--- src/rtl/riscv_pkg.sv ---
// Shared RV32 constants and the static branch-prediction rule used by the IF/ID stage.
package riscv_pkg;

  localparam int unsigned XLEN_DEF = 32;

  localparam logic [6:0] OPC_JAL    = 7'b1101111;
  localparam logic [6:0] OPC_BRANCH = 7'b1100011;
  localparam logic [6:0] OPC_JALR   = 7'b1100111;

  // addi x0, x0, 0
  localparam logic [31:0] NOP_INSTR = 32'h0000_0013;

  // JAL is always taken. A B-type branch is taken only when it is backward
  // (sign bit set) and BTFN is enabled. JALR is resolved in EX.
  function automatic logic predecode_taken(input logic [31:0] instr, input bit btfn);
    logic taken;
    taken = 1'b0;
    case (instr[6:0])
      OPC_JAL:    taken = 1'b1;
      OPC_BRANCH: taken = btfn & instr[31];
      OPC_JALR:   taken = 1'b0;
      default:    taken = 1'b0;
    endcase
    return taken;
  endfunction

endpackage

--- src/rtl/if_id_stage_if.sv ---
// Fetch-side and decode-side signals of the IF/ID slot. The stage uses the
// slave view; the fetch/decode environment uses the master view.
interface if_id_stage_if #(
  parameter int unsigned XLEN = riscv_pkg::XLEN_DEF
);
  // fetch side
  logic [XLEN-1:0] if_instruction;
  logic [XLEN-1:0] if_pc;
  logic            stall;
  logic            pc_src;
  logic [XLEN-1:0] branch_target;
  // decode side
  logic            id_valid;
  logic [XLEN-1:0] id_instruction;
  logic [XLEN-1:0] id_pc;
  logic            id_pred_taken;
  logic            id_ready;

  modport slave (
    input  if_instruction, if_pc, id_ready,
    output stall, pc_src, branch_target,
    output id_valid, id_instruction, id_pc, id_pred_taken
  );

  modport master (
    output if_instruction, if_pc, id_ready,
    input  stall, pc_src, branch_target,
    input  id_valid, id_instruction, id_pc, id_pred_taken
  );
endinterface

--- src/rtl/early_predecode.sv ---
// Combinational predecode of the instruction held in the IF/ID slot:
// decides whether to redirect early and computes the PC-relative target.
module early_predecode
  import riscv_pkg::*;
#(
  parameter int unsigned XLEN         = XLEN_DEF,
  parameter bit          PREDICT_BTFN = 1'b1
) (
  input  logic [XLEN-1:0] instr,
  input  logic [XLEN-1:0] pc,
  output logic            taken,
  output logic [XLEN-1:0] target
);

  logic [XLEN-1:0] imm_j;
  logic [XLEN-1:0] imm_b;
  logic [XLEN-1:0] imm;

  assign imm_j = {{(XLEN-20){instr[31]}}, instr[19:12], instr[20], instr[30:21], 1'b0};
  assign imm_b = {{(XLEN-12){instr[31]}}, instr[7], instr[30:25], instr[11:8], 1'b0};

  // Select the immediate by format and form the wrap-around target.
  always_comb begin
    taken  = predecode_taken(instr[31:0], PREDICT_BTFN);
    imm    = (instr[6:0] == OPC_JAL) ? imm_j : imm_b;
    target = pc + imm;
  end

endmodule

--- src/rtl/if_id_stage.sv ---
// IF/ID pipeline slot: registers fetch output, hands it to decode with a
// valid/ready handshake, and steers fetch (stall / early redirect / EX flush).
module if_id_stage
  import riscv_pkg::*;
#(
  parameter int unsigned XLEN         = XLEN_DEF,
  parameter bit          PREDICT_BTFN = 1'b1,
  parameter int unsigned CNT_W        = 16
) (
  input  logic             clk,
  input  logic             rst,
  if_id_stage_if.slave     bus,
  input  logic             ex_redirect,
  input  logic [XLEN-1:0]  ex_target,
  output logic [CNT_W-1:0] bubble_count
);

  logic             valid_q, valid_d;
  logic [XLEN-1:0]  instr_q, instr_d;
  logic [XLEN-1:0]  pc_q, pc_d;
  logic             pred_q, pred_d;
  logic [CNT_W-1:0] cnt_q, cnt_d;

  logic             pd_taken;
  logic [XLEN-1:0]  pd_target;
  logic             fire;
  logic             early;
  logic             load_en;
  logic             flush;

  // Predecode looks at the registered slot only, never at the fetch bus.
  early_predecode #(
    .XLEN         (XLEN),
    .PREDICT_BTFN (PREDICT_BTFN)
  ) u_predecode (
    .instr  (instr_q),
    .pc     (pc_q),
    .taken  (pd_taken),
    .target (pd_target)
  );

  // Handshake, stall and redirect mux; EX redirect beats the early redirect.
  always_comb begin
    fire    = valid_q & bus.id_ready;
    early   = fire & pd_taken;
    load_en = ~valid_q | bus.id_ready | ex_redirect;
    flush   = ex_redirect | early;

    bus.stall         = valid_q & ~bus.id_ready & ~ex_redirect;
    bus.pc_src        = flush;
    bus.branch_target = '0;
    if (ex_redirect) begin
      bus.branch_target = ex_target;
    end else if (early) begin
      bus.branch_target = pd_target;
    end

    bus.id_valid       = valid_q;
    bus.id_instruction = instr_q;
    bus.id_pc          = pc_q;
    bus.id_pred_taken  = pred_q;
    bubble_count       = cnt_q;
  end

  // Slot next state: a redirect loads a bubble (the fetched word is wrong-path),
  // otherwise the slot takes the fetch word whenever it is free or consumed.
  always_comb begin
    valid_d = valid_q;
    instr_d = instr_q;
    pc_d    = pc_q;
    pred_d  = pred_q;
    cnt_d   = cnt_q;
    if (flush) begin
      valid_d = 1'b0;
      instr_d = XLEN'(NOP_INSTR);
      pred_d  = 1'b0;
      if (cnt_q != '1) begin
        cnt_d = cnt_q + CNT_W'(1);
      end
    end else if (load_en) begin
      valid_d = 1'b1;
      instr_d = bus.if_instruction;
      pc_d    = bus.if_pc;
      pred_d  = predecode_taken(bus.if_instruction[31:0], PREDICT_BTFN);
    end
  end

  // Slot and counter registers.
  always_ff @(posedge clk or negedge rst) begin
    if (!rst) begin
      valid_q <= 1'b0;
      instr_q <= XLEN'(NOP_INSTR);
      pc_q    <= '0;
      pred_q  <= 1'b0;
      cnt_q   <= '0;
    end else begin
      valid_q <= valid_d;
      instr_q <= instr_d;
      pc_q    <= pc_d;
      pred_q  <= pred_d;
      cnt_q   <= cnt_d;
    end
  end

endmodule

--- src/flat_wrapper.sv ---
// flat-port wrapper written by rule: the top's interface ports become plain ports
module if_id_stage_flat import riscv_pkg::*;
#(
  parameter int unsigned XLEN         = XLEN_DEF,
  parameter bit          PREDICT_BTFN = 1'b1,
  parameter int unsigned CNT_W        = 16
)
  (clk, rst, ex_redirect, ex_target, bubble_count, bus_if_instruction, bus_if_pc, bus_id_ready, bus_stall, bus_pc_src, bus_branch_target, bus_id_valid, bus_id_instruction, bus_id_pc, bus_id_pred_taken);
  if_id_stage_if #(.XLEN(XLEN)) bus_i ();
  input  logic clk;
  input  logic rst;
  input  logic ex_redirect;
  input  logic [XLEN-1:0] ex_target;
  output logic [CNT_W-1:0] bubble_count;
  input wire logic [$bits(bus_i.if_instruction)-1:0] bus_if_instruction;
  input wire logic [$bits(bus_i.if_pc)-1:0] bus_if_pc;
  input wire logic [$bits(bus_i.id_ready)-1:0] bus_id_ready;
  output wire logic [$bits(bus_i.stall)-1:0] bus_stall;
  output wire logic [$bits(bus_i.pc_src)-1:0] bus_pc_src;
  output wire logic [$bits(bus_i.branch_target)-1:0] bus_branch_target;
  output wire logic [$bits(bus_i.id_valid)-1:0] bus_id_valid;
  output wire logic [$bits(bus_i.id_instruction)-1:0] bus_id_instruction;
  output wire logic [$bits(bus_i.id_pc)-1:0] bus_id_pc;
  output wire logic [$bits(bus_i.id_pred_taken)-1:0] bus_id_pred_taken;
  assign bus_i.if_instruction = bus_if_instruction;
  assign bus_i.if_pc = bus_if_pc;
  assign bus_i.id_ready = bus_id_ready;
  assign bus_stall = bus_i.stall;
  assign bus_pc_src = bus_i.pc_src;
  assign bus_branch_target = bus_i.branch_target;
  assign bus_id_valid = bus_i.id_valid;
  assign bus_id_instruction = bus_i.id_instruction;
  assign bus_id_pc = bus_i.id_pc;
  assign bus_id_pred_taken = bus_i.id_pred_taken;
  if_id_stage #(.XLEN(XLEN), .PREDICT_BTFN(PREDICT_BTFN), .CNT_W(CNT_W)) u_core (.clk(clk), .rst(rst), .bus(bus_i), .ex_redirect(ex_redirect), .ex_target(ex_target), .bubble_count(bubble_count));
endmodule
--- config.mk ---
export PLATFORM = sky130hd
export DESIGN_NAME = if_id_stage_flat
export DESIGN_NICKNAME = d
export VERILOG_FILES = /design/src/rtl/riscv_pkg.sv /design/src/rtl/if_id_stage_if.sv /design/src/rtl/early_predecode.sv /design/src/rtl/if_id_stage.sv /design/src/flat_wrapper.sv
export SDC_FILE = /design/constraint.sdc
export NUM_CORES = 1
export LEC_CHECK = 0
export CAP_MARGIN = 10
export CORE_ASPECT_RATIO = 1.2
export CORE_MARGIN = 4
export CORE_UTILIZATION = 44
export DETAILED_ROUTE_END_ITERATION = 6
export PLACE_DENSITY = 0.82
export SLEW_MARGIN = 5
export SYNTH_ARGS = -nofsm -noshare
export SYNTH_HDL_FRONTEND = slang
export SYNTH_SLANG_ARGS = --single-unit
--- constraint.sdc ---
create_clock -name clk -period 6.5 [get_ports clk]
set_clock_uncertainty 0.1 [all_clocks]
set_input_delay 1.625 -clock clk [delete_from_list [all_inputs] [get_ports clk]]
set_output_delay 1.625 -clock clk [all_outputs]
set_load 0.01 [all_outputs]
Word level (Yosys, flattened, before mapping)
Index checks and enable logic that the tools add are counted.
{"block": "op_classes", "addsub": 2, "n_eq_ne": 5, "muxes": 11, "n_bitwise": 11, "n_reduce_logical": 3}
{"operator": "2-to-1 mux 32 bit", "n": 4}
{"operator": "adder 32 bit", "n": 1}
{"operator": "== test 7 bit, second input constant", "n": 4}
{"operator": "2-to-1 mux 20 bit", "n": 1}
{"operator": "adder 16 x 1 -> 16 bit, second input constant", "n": 1}
{"operator": "!= test 16 bit, second input constant", "n": 1}
{"operator": "AND 1 bit", "n": 4}
{"operator": "2-to-1 mux 1 bit", "n": 4}
{"operator": "NOT 1 bit", "n": 4}
{"operator": "case mux 1 bit (2 select lines)", "n": 2}
{"operator": "AND reduction 2 bit", "n": 2}
{"operator": "bitwise OR 1 bit", "n": 3}
{"operator": "nonzero test 2 bit", "n": 1}
{"block": "totals", "register_bits": 82, "in_bits": 100, "output_inout_bits": 116, "word_cells": 37}

Logic depth before layout (Yosys ltp)
{"block": "logic_depth", "word_depth": 6, "depth_mapped": 17}

Modules after synthesis
From an unflattened synthesis, not the netlist that was laid out.
{"block": "unflattened", "cells_unflattened": 597, "area_unflattened_um2": 5465.2}
{"module": "if_id_stage", "instances": 1, "cells_each": 332, "area_per_inst_um2": 3543.4, "seq_area_each_um2": 2055.7}
{"module": "early_predecode", "instances": 1, "cells_each": 265, "area_per_inst_um2": 1921.8, "seq_area_each_um2": 0.0}

Least setup slack after synthesis
No wires, ideal clock.
{"block": "synth_timing", "path_kind": "reg2out", "start": "reg u_core.instr_q[1], in the netlist u_core.bus.id_instruction[1]", "end": "out bus_branch_target[27]", "t_arrival_ns": 3.783, "t_required_ns": 4.775, "path_slack_ns": 0.992, "stages_incl_launch_ff": 18, "n_path_buf": 1, "path_cell_list": "dfstp_2 -> nand3_1 -> nor3b_1 -> and3_1 -> clkbuf_1 -> nand2_1 -> nand2_1 -> ha_1 -> inv_1 -> fa_1 -> nand2b_1 -> nand2b_1 -> a31o_1 -> a22oi_1 -> o41ai_1 -> a21oi_1 -> xor2_1 -> o21ai_0"}
{"block": "synth_between", "elab_chain_len": 5, "elab_cells_between_ends": 8}
{"item": "start: declaration", "line": "if_id_stage.sv:19", "rtl": "logic [XLEN-1:0] instr_q, instr_d;"}
{"item": "start signal: assignment", "line": "if_id_stage.sv:92", "rtl": "instr_q <= XLEN'(NOP_INSTR);"}
{"item": "start signal: assignment", "line": "if_id_stage.sv:98", "rtl": "instr_q <= instr_d;"}
{"item": "== test 7 bit, on equally long branches", "line": "riscv_pkg.sv:18, early_predecode.sv:25"}
{"item": "2-to-1 mux 20 bit / case mux 1 bit (2 select lines) (equally long branches)", "line": "early_predecode.sv:25, riscv_pkg.sv:18"}
{"item": "adder 32 bit / AND 1 bit (equally long branches)", "line": "early_predecode.sv:26, if_id_stage.sv:45"}
{"item": "2-to-1 mux 32 bit (*)", "line": "if_id_stage.sv:54", "rtl": "end else if (early) begin"}
{"item": "2-to-1 mux 32 bit (*)", "line": "if_id_stage.sv:52", "rtl": "if (ex_redirect) begin"}
{"item": "end: declaration", "line": "flat_wrapper.sv:20", "rtl": "output wire logic [$bits(bus_i.branch_target)-1:0] bus_branch_target;"}
Every way passes the cells marked *; elsewhere a longest branch is shown, timed or not.

Final worst setup path
{"block": "layout_timing", "start": "reg u_core.instr_q[1], in the netlist u_core.bus.id_instruction[1]", "end": "out bus_branch_target[28]"}
The elaborated chain is that of the path after synthesis.

==> out/qor.yml <==
max_stage_delay_ps: 560
synthToLayoutAreaGrowth_pct: 49.1
crit_end: "bus_branch_target[28]"
whs_path_depth: 1
clkSinkCount: 82
path_cells: "nand3_1, nor3b_4, nand3_1, and2_1, a21o_1, ha_1, a21oi_1, o21ai_0, a211oi_1, o31ai_1, a221o_1, a31oi_1, xor2_1, o21ai_0, clkdlybuf4s50_1"
cts_buffers: 9
synthArstFlopShare: 1.00
layout_min_cycle_time_ps: 6230
grt_pass1_wl_um: 28400
gr-total-overflow: 0
crit_fanout: 8
synth-seq-cells: 82
peakVddDrop_uv: 168
dieArea_mm2: 0.0139
slew_headroom: 0.295
hold_buffers: 0
required_ps: 4780
synth_edf_count: 0
hold_ws_ps: 395
grt_pass1_vias: 5600
clk_pin_slew_ps: 70
cts.root.buffer_cell: "clkbuf_16"
reg2regPathDepth: 6
syn_nets: 745
yosys.cell_types.count: 52
drt_iter0_drc: 250
hp-class: "flip-flop to flip-flop"
start_util: 0.456
worst_ep_arrival_time_ps: 4510
hold_viol: 0
rsz0062_at_grt: "no"
fp.coreArea_mm2: 0.0117
powerDensity_mw_per_mm2: 226
post_drt_wl_per_cell_um: 18.4
die_width_um: 108
rows: 43
worstMarginPinSlew_ps: 1060
yosysWarnings: 0
path_delay_family: "compound AO/OA/AOI/OAI gates"
crit_start: "u_core.bus.id_instruction[1]$_DFFE_PN1P_"
top_layer_used: "met4"
routabilityCongestion: 0.939
drc: 1
finalCritPeriodShare: 0.959
holdCritStartpoint: "u_core.bubble_count[12]$_DFFE_PN0P_"
ios: 216
grt_max_degree: 83
cts_buffer_depth: 2
ys_seq_area_frac: 0.386
final_common_cell: "clkdlybuf4s50_1"
syn_area_mm2: 0.00532
ys.flop_type: "dfrtp_1"
clkLatencyLatePin_ps: 340
fmax_mhz: 160
slew_viol_final: 0
ant_nets: 0
critPathBufInv: 1
dr.pass1.iters: 7
final_cell_mix: "213 x clkdlybuf4s50_1, 132 x nand2_1, 79 x dfrtp_1"
maxCapViolCount: 0
p_leak_nw: 3.41
path_depth: 15
worstReg2RegStart: "u_core.bus.id_valid$_DFFE_PN0P_"
synth_area_per_cell_um2: 8.72
drt-total-wl_um: 18000
chipHeight_um: 128
cpMaxStageDelayCell: "clkdlybuf4s50_1"
violations: "design-rule violations"
end_kind: "primary output"
rrSetupSlack_ps: 3620
port_buffers: 215
startpoint_type: "flip-flop"
cts_tree: "yes"
htree_levels: 3
critical_path_class: "flip-flop to primary output"
m1WireLength_um: 6990
vias: 5475
via_per_inst: 5.60
antenna_found_initial: 0
wl_met2_um: 9120
status: "finished, violations left"
setup_viol: 0
synth_cells: 610
diodes: 0
wl_met3_um: 1440
timing.setup.tns_ps: 0
r2r_end: "u_core.bus.id_pc[31]$_DFFE_PN0P_"
layout-drive-gt1-share: 0.0817
fin_nets: 950
grt_usage: 0.257
hpwl_um: 14300
-- metrics by stage --
stage / std cells / cell area, um^2 / worst slack (ps) / utilization / total power [mW]
detailed placement: 961 / 7610 / 356 / 0.652 / 1.29
floorplan: 610 / 5320 / 992 / - / 0.966
finish: 977 / 7930 / 268 / 0.680 / 1.79
CTS: 977 / 7910 / 117 / 0.678 / 1.80
global placement: 961 / 7610 / 564 / 0.652 / 1.27
global route: 977 / 7930 / 7.24 / 0.680 / 1.89
-- state kept, by name (all words and copies together) (netlist names) --
signal                     flops
u_core.bubble_count           16
u_core.bus.id_instruction     32
u_core.bus.id_pc              32
u_core.bus.id_valid            1
u_core.bus.id_pred_taken       1
-- final cells by class --
class                   count  area (um^2)
multi-input cells         494         3160
clock inverters             7         71.3
clock buffers               9          225
repair buffers            221         2200
inverters                   7         26.3
fillers                   939         3740
flip-flops and latches     82         2060
well taps                 157          196
-- logic make-up after synthesis --
| kind of cell | count (synthesis) | synth area share |
|---|---|---|
| AND/OR/NAND/NOR | 221 | 0.184 |
| AO/OA/AOI/OAI | 166 | 0.187 |
| flip-flops | 82 | 0.386 |
| XOR/XNOR | 40 | 0.0659 |
| adder cells (fa/ha/maj) | 35 | 0.0837 |
| buffers and inverters | 34 | 0.0249 |
| multiplexers | 32 | 0.0677 |
-- timing repair --
action                                  in CTS  in global routing
endpoints found under the setup margin       1                  4
setup buffers                                0                  0
resized for setup                            1                  4
-- routing by layer --
metal	up-vias	track usage
li1	2558	-
met1	2609	0.305
met2	266	0.455
met3	42	0.0587
met4	0	0.0906
met5	-	0
-- worst min path at each step --
stage                                           end  slack (ps)
2_1_floorplan  u_core.bus.id_pred_taken$_DFFE_PN0P_         410
3_3_place_gp   u_core.bus.id_pred_taken$_DFFE_PN0P_         360
3_5_place_dp   u_core.bus.id_pred_taken$_DFFE_PN0P_         370
4_1_cts        u_core.bus.id_pred_taken$_DFFE_PN0P_         390
5_1_grt         u_core.bubble_count[12]$_DFFE_PN0P_         420
6_report        u_core.bubble_count[12]$_DFFE_PN0P_         400
-- synthesized netlist by cell type (all sizes together) (4+ instances only) --
cell type  count  area [um^2]
a31oi          7         50.1
inv            7         26.3
o21bai         4         30.0
a211oi         4         30.0
nor2          31          116
clkbuf        21         78.8
a21oi         33          165
xor2          15          131
xnor2         25          219
o21ai         77          385
and2           6         37.5
ha            34          425
buf            6         27.5
mux2          32          360
nand4          7         43.8
nor2b          4         25.0
a22o           5         43.8
nand2b         8         50.1
dfrtp         79         1980
nor3           4         20.0
a21o          14          105
o31ai          5         37.5
nor3b          4         35.0
nand2        132          495
nand3         12         60.1
-- power breakdown --
group	internal [mW]	switching, mW
logic	0.333	0.315
clock network	0.270	0.237
registers	0.571	0.0680
(Power assumes the default switching activity.)
